==> src/rtl/if_id_pipe_reg_if.sv <==
// IF -> ID handshake bundle for if_id_pipe_reg. Includes the bubble counter
// output only when IF_ID_BUBBLE_CNT_EN is defined.
interface if_id_pipe_reg_if #(
    parameter int XLEN       = 32,
    parameter int INST_WIDTH = 32
) ();
    logic                  if_valid_i;
    logic [XLEN-1:0]       if_pc_i;
    logic [INST_WIDTH-1:0] if_inst_i;
    logic                  if_ready_o;
    logic                  flush_i;
    logic                  id_valid_o;
    logic [XLEN-1:0]       id_pc_o;
    logic [XLEN-1:0]       id_pc_plus4_o;
    logic [INST_WIDTH-1:0] id_inst_o;
    logic                  id_ready_i;
`ifdef IF_ID_BUBBLE_CNT_EN
    logic [31:0]           perf_bubble_cnt_o;
`endif

    // The pipe register is the slave; fetch/decode/branch logic form the master side.
    modport slave (
        input  if_valid_i, if_pc_i, if_inst_i, flush_i, id_ready_i,
        output if_ready_o, id_valid_o, id_pc_o, id_pc_plus4_o, id_inst_o
`ifdef IF_ID_BUBBLE_CNT_EN
        , output perf_bubble_cnt_o
`endif
    );

    modport master (
        output if_valid_i, if_pc_i, if_inst_i, flush_i, id_ready_i,
        input  if_ready_o, id_valid_o, id_pc_o, id_pc_plus4_o, id_inst_o
`ifdef IF_ID_BUBBLE_CNT_EN
        , input perf_bubble_cnt_o
`endif
    );
endinterface

==> src/rtl/if_id_pipe_reg.sv <==
// IF/ID pipeline register with a 2-entry skid buffer (main + skid).
// Optional decode-bubble counter enabled by IF_ID_BUBBLE_CNT_EN.
module if_id_pipe_reg #(
    parameter int                    XLEN       = 32,
    parameter int                    INST_WIDTH = 32,
    parameter logic [INST_WIDTH-1:0] NOP_INST   = 32'h0000_0013
) (
    input  logic           clk,
    input  logic           rst,
    if_id_pipe_reg_if.slave bus
);

    // State bits are {main_valid, skid_valid}; 2'b01 can never be reached.
    typedef enum logic [1:0] {
        EMPTY = 2'b00,
        ONE   = 2'b10,
        FULL  = 2'b11
    } state_t;

    state_t                state, state_n;
    logic [XLEN-1:0]       main_pc, skid_pc;
    logic [INST_WIDTH-1:0] main_inst, skid_inst;
    logic                  main_valid, skid_valid;
    logic                  accept, drain;
    logic                  load_main_in, load_main_skid, load_skid_in;

    assign main_valid = state[1];
    assign skid_valid = state[0];

    // Ready comes from registered state only, so ID stall never reaches pc_we combinationally.
    assign bus.if_ready_o = ~skid_valid;
    assign accept         = bus.if_valid_i & ~skid_valid;
    assign drain          = main_valid & bus.id_ready_i;

    always_ff @(posedge clk or posedge rst) begin
        if (rst) state <= EMPTY;
        else     state <= state_n;
    end

    always_comb begin
        state_n        = state;
        load_main_in   = 1'b0;
        load_main_skid = 1'b0;
        load_skid_in   = 1'b0;
        if (bus.flush_i) begin
            state_n = EMPTY;
        end else begin
            case (state)
                EMPTY: begin
                    if (accept) begin
                        state_n      = ONE;
                        load_main_in = 1'b1;
                    end
                end
                ONE: begin
                    if (accept && drain) begin
                        load_main_in = 1'b1;
                    end else if (accept) begin
                        state_n      = FULL;
                        load_skid_in = 1'b1;
                    end else if (drain) begin
                        state_n = EMPTY;
                    end
                end
                FULL: begin
                    if (drain) begin
                        state_n        = ONE;
                        load_main_skid = 1'b1;
                    end
                end
                default: state_n = EMPTY;
            endcase
        end
    end

    always_ff @(posedge clk or posedge rst) begin
        if (rst) begin
            main_pc   <= '0;
            main_inst <= NOP_INST;
            skid_pc   <= '0;
            skid_inst <= NOP_INST;
        end else begin
            if (load_main_in) begin
                main_pc   <= bus.if_pc_i;
                main_inst <= bus.if_inst_i;
            end else if (load_main_skid) begin
                main_pc   <= skid_pc;
                main_inst <= skid_inst;
            end
            if (load_skid_in) begin
                skid_pc   <= bus.if_pc_i;
                skid_inst <= bus.if_inst_i;
            end
        end
    end

    // PC registers keep their last value after drain; only the instruction reverts to NOP.
    assign bus.id_valid_o    = main_valid;
    assign bus.id_pc_o       = main_pc;
    assign bus.id_pc_plus4_o = main_pc + XLEN'(4);
    assign bus.id_inst_o     = main_valid ? main_inst : NOP_INST;

`ifdef IF_ID_BUBBLE_CNT_EN
    logic [31:0] bubble_cnt;

    always_ff @(posedge clk or posedge rst) begin
        if (rst)                                 bubble_cnt <= '0;
        else if (!main_valid && bubble_cnt != '1) bubble_cnt <= bubble_cnt + 32'd1;
    end

    assign bus.perf_bubble_cnt_o = bubble_cnt;
`endif

endmodule

==> src/flat_wrapper.sv <==
// flat-port wrapper written by rule: the top's interface ports become plain ports
module if_id_pipe_reg_flat 
#(
    parameter int                    XLEN       = 32,
    parameter int                    INST_WIDTH = 32,
    parameter logic [INST_WIDTH-1:0] NOP_INST   = 32'h0000_0013
)
  (clk, rst, bus_if_valid_i, bus_if_pc_i, bus_if_inst_i, bus_flush_i, bus_id_ready_i, bus_if_ready_o, bus_id_valid_o, bus_id_pc_o, bus_id_pc_plus4_o, bus_id_inst_o);
  if_id_pipe_reg_if #(.XLEN(XLEN), .INST_WIDTH(INST_WIDTH)) bus_i ();
  input  logic clk;
  input  logic rst;
  input wire logic [$bits(bus_i.if_valid_i)-1:0] bus_if_valid_i;
  input wire logic [$bits(bus_i.if_pc_i)-1:0] bus_if_pc_i;
  input wire logic [$bits(bus_i.if_inst_i)-1:0] bus_if_inst_i;
  input wire logic [$bits(bus_i.flush_i)-1:0] bus_flush_i;
  input wire logic [$bits(bus_i.id_ready_i)-1:0] bus_id_ready_i;
  output wire logic [$bits(bus_i.if_ready_o)-1:0] bus_if_ready_o;
  output wire logic [$bits(bus_i.id_valid_o)-1:0] bus_id_valid_o;
  output wire logic [$bits(bus_i.id_pc_o)-1:0] bus_id_pc_o;
  output wire logic [$bits(bus_i.id_pc_plus4_o)-1:0] bus_id_pc_plus4_o;
  output wire logic [$bits(bus_i.id_inst_o)-1:0] bus_id_inst_o;
  assign bus_i.if_valid_i = bus_if_valid_i;
  assign bus_i.if_pc_i = bus_if_pc_i;
  assign bus_i.if_inst_i = bus_if_inst_i;
  assign bus_i.flush_i = bus_flush_i;
  assign bus_i.id_ready_i = bus_id_ready_i;
  assign bus_if_ready_o = bus_i.if_ready_o;
  assign bus_id_valid_o = bus_i.id_valid_o;
  assign bus_id_pc_o = bus_i.id_pc_o;
  assign bus_id_pc_plus4_o = bus_i.id_pc_plus4_o;
  assign bus_id_inst_o = bus_i.id_inst_o;
  if_id_pipe_reg #(.XLEN(XLEN), .INST_WIDTH(INST_WIDTH), .NOP_INST(NOP_INST)) u_core (.clk(clk), .rst(rst), .bus(bus_i));
endmodule
==> config.mk <==
export PLATFORM = sky130hd
export DESIGN_NAME = if_id_pipe_reg_flat
export DESIGN_NICKNAME = d
export VERILOG_FILES = /design/src/rtl/if_id_pipe_reg_if.sv /design/src/rtl/if_id_pipe_reg.sv /design/src/flat_wrapper.sv
export SDC_FILE = /design/constraint.sdc
export NUM_CORES = 1
export LEC_CHECK = 0
export ABC_AREA = 1
export CAP_MARGIN = 20
export CORE_MARGIN = 1
export CORE_UTILIZATION = 60
export CTS_BUF_LIST = sky130_fd_sc_hd__clkbuf_8
export DETAILED_ROUTE_END_ITERATION = 10
export DONT_BUFFER_PORTS = 1
export PLACE_DENSITY = 0.87
export SLEW_MARGIN = 20
export SYNTH_ARGS = -nofsm -noshare
export SYNTH_HDL_FRONTEND = slang
export SYNTH_SLANG_ARGS = --single-unit
==> constraint.sdc <==
create_clock -name clk -period 11.4 [get_ports clk]
set_clock_uncertainty 0.15 [all_clocks]
set_input_delay 0.57 -clock clk [delete_from_list [all_inputs] [get_ports clk]]
set_output_delay 0.57 -clock clk [all_outputs]
set_load 0.02 [all_outputs]
# ---- Word level (Yosys, flattened, before mapping)
# Cells that the tools add are included.
dict set report totals {
  reg_bits 130
  latchBits 0
  ram_bits 0
  rom_bits 0
  in_bits 69
  out_inout_bits 98
  mem_count 0
}
dict set report op_classes {
  add_sub_neg 1
  mul 0
  n_div 0
  magnitude_cmp 0
  eq_ne 6
  shifts 0
  n_mux 22
  bitwise 3
  n_reduce_logical 4
}
# operator count
set op_table {}
lappend op_table {{$mux W32} 5}
lappend op_table {{$add A32 B3 Y32 const B} 1}
lappend op_table {{$mux W2} 6}
lappend op_table {{$mux W1} 9}
lappend op_table {{$ne A3 B2 Y1 const B} 2}
lappend op_table {{$pmux W2 S3} 1}
lappend op_table {{$eq A2 B2 Y1 const B} 2}
lappend op_table {{$ne A4 B2 Y1 const B} 1}
lappend op_table {{$reduce_and A4 Y1} 1}
lappend op_table {{$ne A3 B3 Y1 const B} 1}
lappend op_table {{$and A1 B1 Y1} 2}
lappend op_table {{$logic_not A2 Y1} 1}
lappend op_table {{$pmux W1 S2} 1}
lappend op_table {{$reduce_bool A2 Y1} 1}
lappend op_table {{$logic_and A1 B1 Y1} 1}
lappend op_table {{$not A1 Y1} 1}

# ---- Longest topological paths before layout
dict set report depth {
  depth_word 7
  ltp_mapped 11
  ltp_nobuf 10
}

# ---- Worst setup path before layout
# Ideal clock, no wire load.
dict set report synth_timing {
  path_kind {register to output}
  from {reg u_core.main_pc[2] (netlist: u_core.bus.id_pc_o[2])}
  to {out bus_id_pc_plus4_o[16]}
  arrival_ns 1.636
  t_required_ns 10.680
  setup_slack_ns 9.044
  path_stages_with_launch 6
  path_cell_list {dfrtp_1 ha_1 nand3_1 nor2_1 nand3_1 xnor2_1}
}
dict set report synth_via {
  elab_chain_cells 1
}
# item line_no
set synth_rtl {}
lappend synth_rtl {{start, declared} if_id_pipe_reg.sv:21} ;# logic [XLEN-1:0] main_pc, skid_pc;
lappend synth_rtl {{start signal, assigned} if_id_pipe_reg.sv:84} ;# main_pc <= bus.if_pc_i;
lappend synth_rtl {{start signal, assigned} if_id_pipe_reg.sv:87} ;# main_pc <= skid_pc;
lappend synth_rtl {{$add A32 B3 Y32} if_id_pipe_reg.sv:100} ;# assign bus.id_pc_plus4_o = main_pc + XLEN'(4);
lappend synth_rtl {{end, declared} flat_wrapper.sv:20} ;# output wire logic [$bits(bus_i.id_pc_plus4_o)-1:0] bus_id_pc_plus4_o;
# Every way passes these cells.

# ---- Final worst setup path
dict set report layout_timing {
  from {reg u_core.state[1]}
  to {reg u_core.main_inst[16]}
}
dict set report layout_via {
  elab_chain_cells 6
  word_cells_on_any_way 13
}
# item line_no
set layout_rtl {}
lappend layout_rtl {{start, declared} if_id_pipe_reg.sv:20} ;# state_t state, state_n;
lappend layout_rtl {{start signal, assigned} if_id_pipe_reg.sv:37} ;# else state <= state_n;
lappend layout_rtl {{$and A1 B1 Y1} if_id_pipe_reg.sv:33} ;# assign drain = main_valid & bus.id_ready_i;
lappend layout_rtl {{$logic_and A1 B1 Y1} if_id_pipe_reg.sv:56} ;# if (accept && drain) begin
lappend layout_rtl {{$mux W1} if_id_pipe_reg.sv:56}
lappend layout_rtl {{$pmux W1 S2} if_id_pipe_reg.sv:48} ;# case (state)
lappend layout_rtl {{$mux W1} if_id_pipe_reg.sv:45} ;# if (bus.flush_i) begin
lappend layout_rtl {{$mux W32 / $reduce_bool A2 Y1 (equally long branches)} -}
lappend layout_rtl {{end signal, assigned} if_id_pipe_reg.sv:85} ;# main_inst <= bus.if_inst_i;
lappend layout_rtl {{end signal, assigned} if_id_pipe_reg.sv:88} ;# main_inst <= skid_inst;
lappend layout_rtl {{end, declared} if_id_pipe_reg.sv:22} ;# logic [INST_WIDTH-1:0] main_inst, skid_inst;
# Several ways; a longest one is shown, not always the timed one.
# A chain may end at the register's enable or synchronous reset.

==> qor.yml <==
synthesis:
  syn_area_um2: 7110
  yosysTopAreaCellShare: 0.436
  ys_seq_area_frac: 0.458
  avgSynthCellArea_um2: 7.08
  netlist_top_cells_area: "dfrtp_1 44%, nand3_1 15%, nand2_1 11%"
  synthDistinctLibCells: 20
  synth_warnings: 0
  synthCells: 1005
  ys_ff_latch: 130
  yosysTopAreaCell: "dfrtp_1"
  synthesis.nets: 1079
global_route:
  grt_pass1_wl_um: 28100
  grt_max_degree: 101
  grt_use_total: 0.283
  grt_pass1_vias: 5835
  grt_antenna_before_repair: 0
  gr-total-overflow: 0
worst_setup_path:
  critPathMaxStageDelay_ns: 0.78
  critPathKind: "reg2reg"
  reg2reg_slack_ns: 8.03
  cp-end-kind: "flop"
  crit_arrival_ns: 3.59
  cp-start-kind: "flop"
  critPathMaxFanout: 100
  required_ns: 11.62
  path_cells: "buf_4 -> inv_1 -> ha_1 -> inv_1 -> nor2_1 -> inv_1 -> nand2_2 -> buf_4 -> nand2_4 -> buf_4 -> nand3_1 -> nand3_1"
  critPathSlowestCell: "buf_4"
clock_network:
  cts_tree: "done"
  clk_pin_slew_ns: 0.08
  clock_path_buffers: 2
  cts_root_buffer: "clkbuf_8"
  worstSkewPairLatency_ns: 0.43
  clock-sinks: 130
  h-tree-depth: 4
  cts-buffers-inserted: 17
route:
  drc: 0
  routed-via-count: 6277
  wl_per_cell_um: 14.8
  drtPass1Iterations: 5
  initialDrtViolationCount: 462
  drt-total-wl_um: 16700
  ant_nets: 0
  via_per_inst: 5.56
floorplan:
  die_height_um: 111
  start_util: 0.620
  pin_count: 167
  coreArea_um2: 11500
  die-width_um: 111
  placementRows: 39
  die_area_um2: 12300
finish:
  layout-drive-gt1-share: 0.0579
  final_area_um2: 7490
  area_growth_pct: 5.29
  nNetsFinal: 1046
  final_util: 0.653
  antenna_cells: 0
place:
  port-buffer-count: 0
  dpl_cell_area_um2: 7080
  place.gp.congestion: 0.918
  dp_hpwl_um: 11100
timing:
  fin_crit_sh: 0.296
  setup_tns_ns: 0
  rsz0062_at_grt: "no"
  worstMarginPinSlew_ns: 0.945
  drv_slew: 0
  fmax_mhz: 297
  holdWs_ns: 0.115
  finalCriticalPeriod_ns: 3.37
  finalSetupViolCount: 0
  slew_headroom: 0.370
  finalHoldViolCount: 0
power:
  power.density_nw_per_um2: 262
  ir_worst_vdd_mv: 0.132
  leakage_nw: 3.98
status:
  status: "completed"
min_path:
  min_path_type: "in2reg"
flow_run:
  drv_cap: 0
-- metal layers --
metal / share of wire / GRT usage / wire length (um) / vias up
li1: - / - / - / 3075
met1: 0.41 / 0.365 / 6890 / 2904
met5: 0 / 0 / 0 / -
met2: 0.48 / 0.451 / 8020 / 274
met4: 0.017 / 0.102 / 287 / 0
met3: 0.090 / 0.0897 / 1500 / 24
-- final timing paths --
| kind | startpoint | endpoint | depth (start not counted) |
|---|---|---|---|
| min | bus_if_inst_i[0] | u_core.skid_inst[0]$_DFFE_PP1P_ | 2 |
| max | u_core.state[1]$_DFFE_PP0P_ | u_core.main_inst[16]$_DFFE_PP0P_ | 12 |
| min reg2reg | u_core.skid_inst[0]$_DFFE_PP1P_ | u_core.skid_inst[0]$_DFFE_PP1P_ | 2 |
| min in group asynchronous | rst | u_core.main_inst[22]$_DFFE_PP0P_ | 2 |
| max in group asynchronous | rst | u_core.main_inst[0]$_DFFE_PP1P_ | 4 |
| max reg2reg | u_core.state[1]$_DFFE_PP0P_ | u_core.main_inst[16]$_DFFE_PP0P_ | 12 |
-- per-stage QoR --
| stage | power (W) | worst slack [ns] | std cells |
|---|---|---|---|
| finish | 0.00197 | 8.03 | 1128 |
| detailed placement | 0.00161 | 8.02 | 1094 |
| global placement | 0.00158 | 8.11 | 1094 |
| floorplan | 0.00146 | 7.22 | 1005 |
| CTS | 0.00197 | 8.02 | 1127 |
| global route | 0.00211 | 7.71 | 1128 |
-- registers in the layout (all words and copies together), names as in the netlist --
| signal | cells |
|---|---|
| u_core.bus.id_pc_o | 32 |
| u_core.main_inst | 32 |
| u_core.skid_inst | 32 |
| u_core.skid_pc | 32 |
| u_core.state | 2 |
-- logic make-up after synthesis --
logic type | after synthesis | share of synthesized area
simple gates | 600 | 0.358
xor+xnor | 15 | 0.0185
buf+inv | 189 | 0.109
compound gates | 66 | 0.0464
flops | 130 | 0.458
fa+ha+maj | 5 | 0.00880
-- synth_stat cells --
| library cell | number |
|---|---|
| nand3_1 | 214 |
| nand2_1 | 200 |
| nor2_1 | 176 |
| inv_1 | 125 |
| dfrtp_1 | 124 |
| a21oi_1 | 65 |
| buf_2 | 43 |
| clkbuf_1 | 13 |
| xor2_1 | 8 |
| xnor2_1 | 7 |
| dfstp_2 | 6 |
| ha_1 | 5 |
| buf_4 | 4 |
| nand3b_1 | 4 |
| inv_2 | 3 |
| or2_2 | 3 |
| nor2_2 | 2 |
| buf_1 | 1 |
| nand2_2 | 1 |
| o21ai_0 | 1 |
-- critical path, delay by kind of cell, from the launching register on --
kind | cells | cell delay [ns]
adder cells (fa/ha/maj) | 1 | 0.24
buffers and inverters | 6 | 1.81
flip-flops | 1 | 0.32
AND/OR/NAND/NOR | 5 | 0.73
-- power breakdown --
| group | internal [W] | switching [W] | total [W] | leakage [nW] |
|---|---|---|---|---|
| clock network | 0.000186 | 0.000177 | 0.000363 | 0.194 |
| registers | 0.000689 | 0.000240 | 0.000929 | 1.51 |
| logic | 0.000196 | 0.000479 | 0.000674 | 2.28 |
-- area by class of cell --
cell class,instances,area [um2]
Fill cell,976,3980
Sequential cell,130,3260
Multi-Input combinational cell,686,3110
Inverter,128,483
Clock buffer,20,275
Tap cell,143,179
Clock inverter,12,92.6
Timing Repair Buffer,9,90.1
-- cell usage in the layout, fill, tap and decap left out, drive strengths merged --
master / instances
nor2: 178
clkinv: 5
dfstp: 6
clkinvlp: 3
xor2: 8
or2: 3
ha: 5
xnor2: 7
bufinv: 1
nand2: 201
clkbuf: 20
a21oi: 65
dlygate4sd3: 1
dfrtp: 124
o21ai: 1
inv: 131
nand3: 214
nand3b: 4
buf: 8
-- repair_timing --
| action | in CTS | in global routing |
|---|---|---|
| gates resized for setup | 0 | 0 |
| setup buffers | 0 | 0 |
| hold buffers | 1 | 0 |
| hold endpoints to repair | 48 | 0 |
Note: power is estimated with default switching activity, not from simulation.
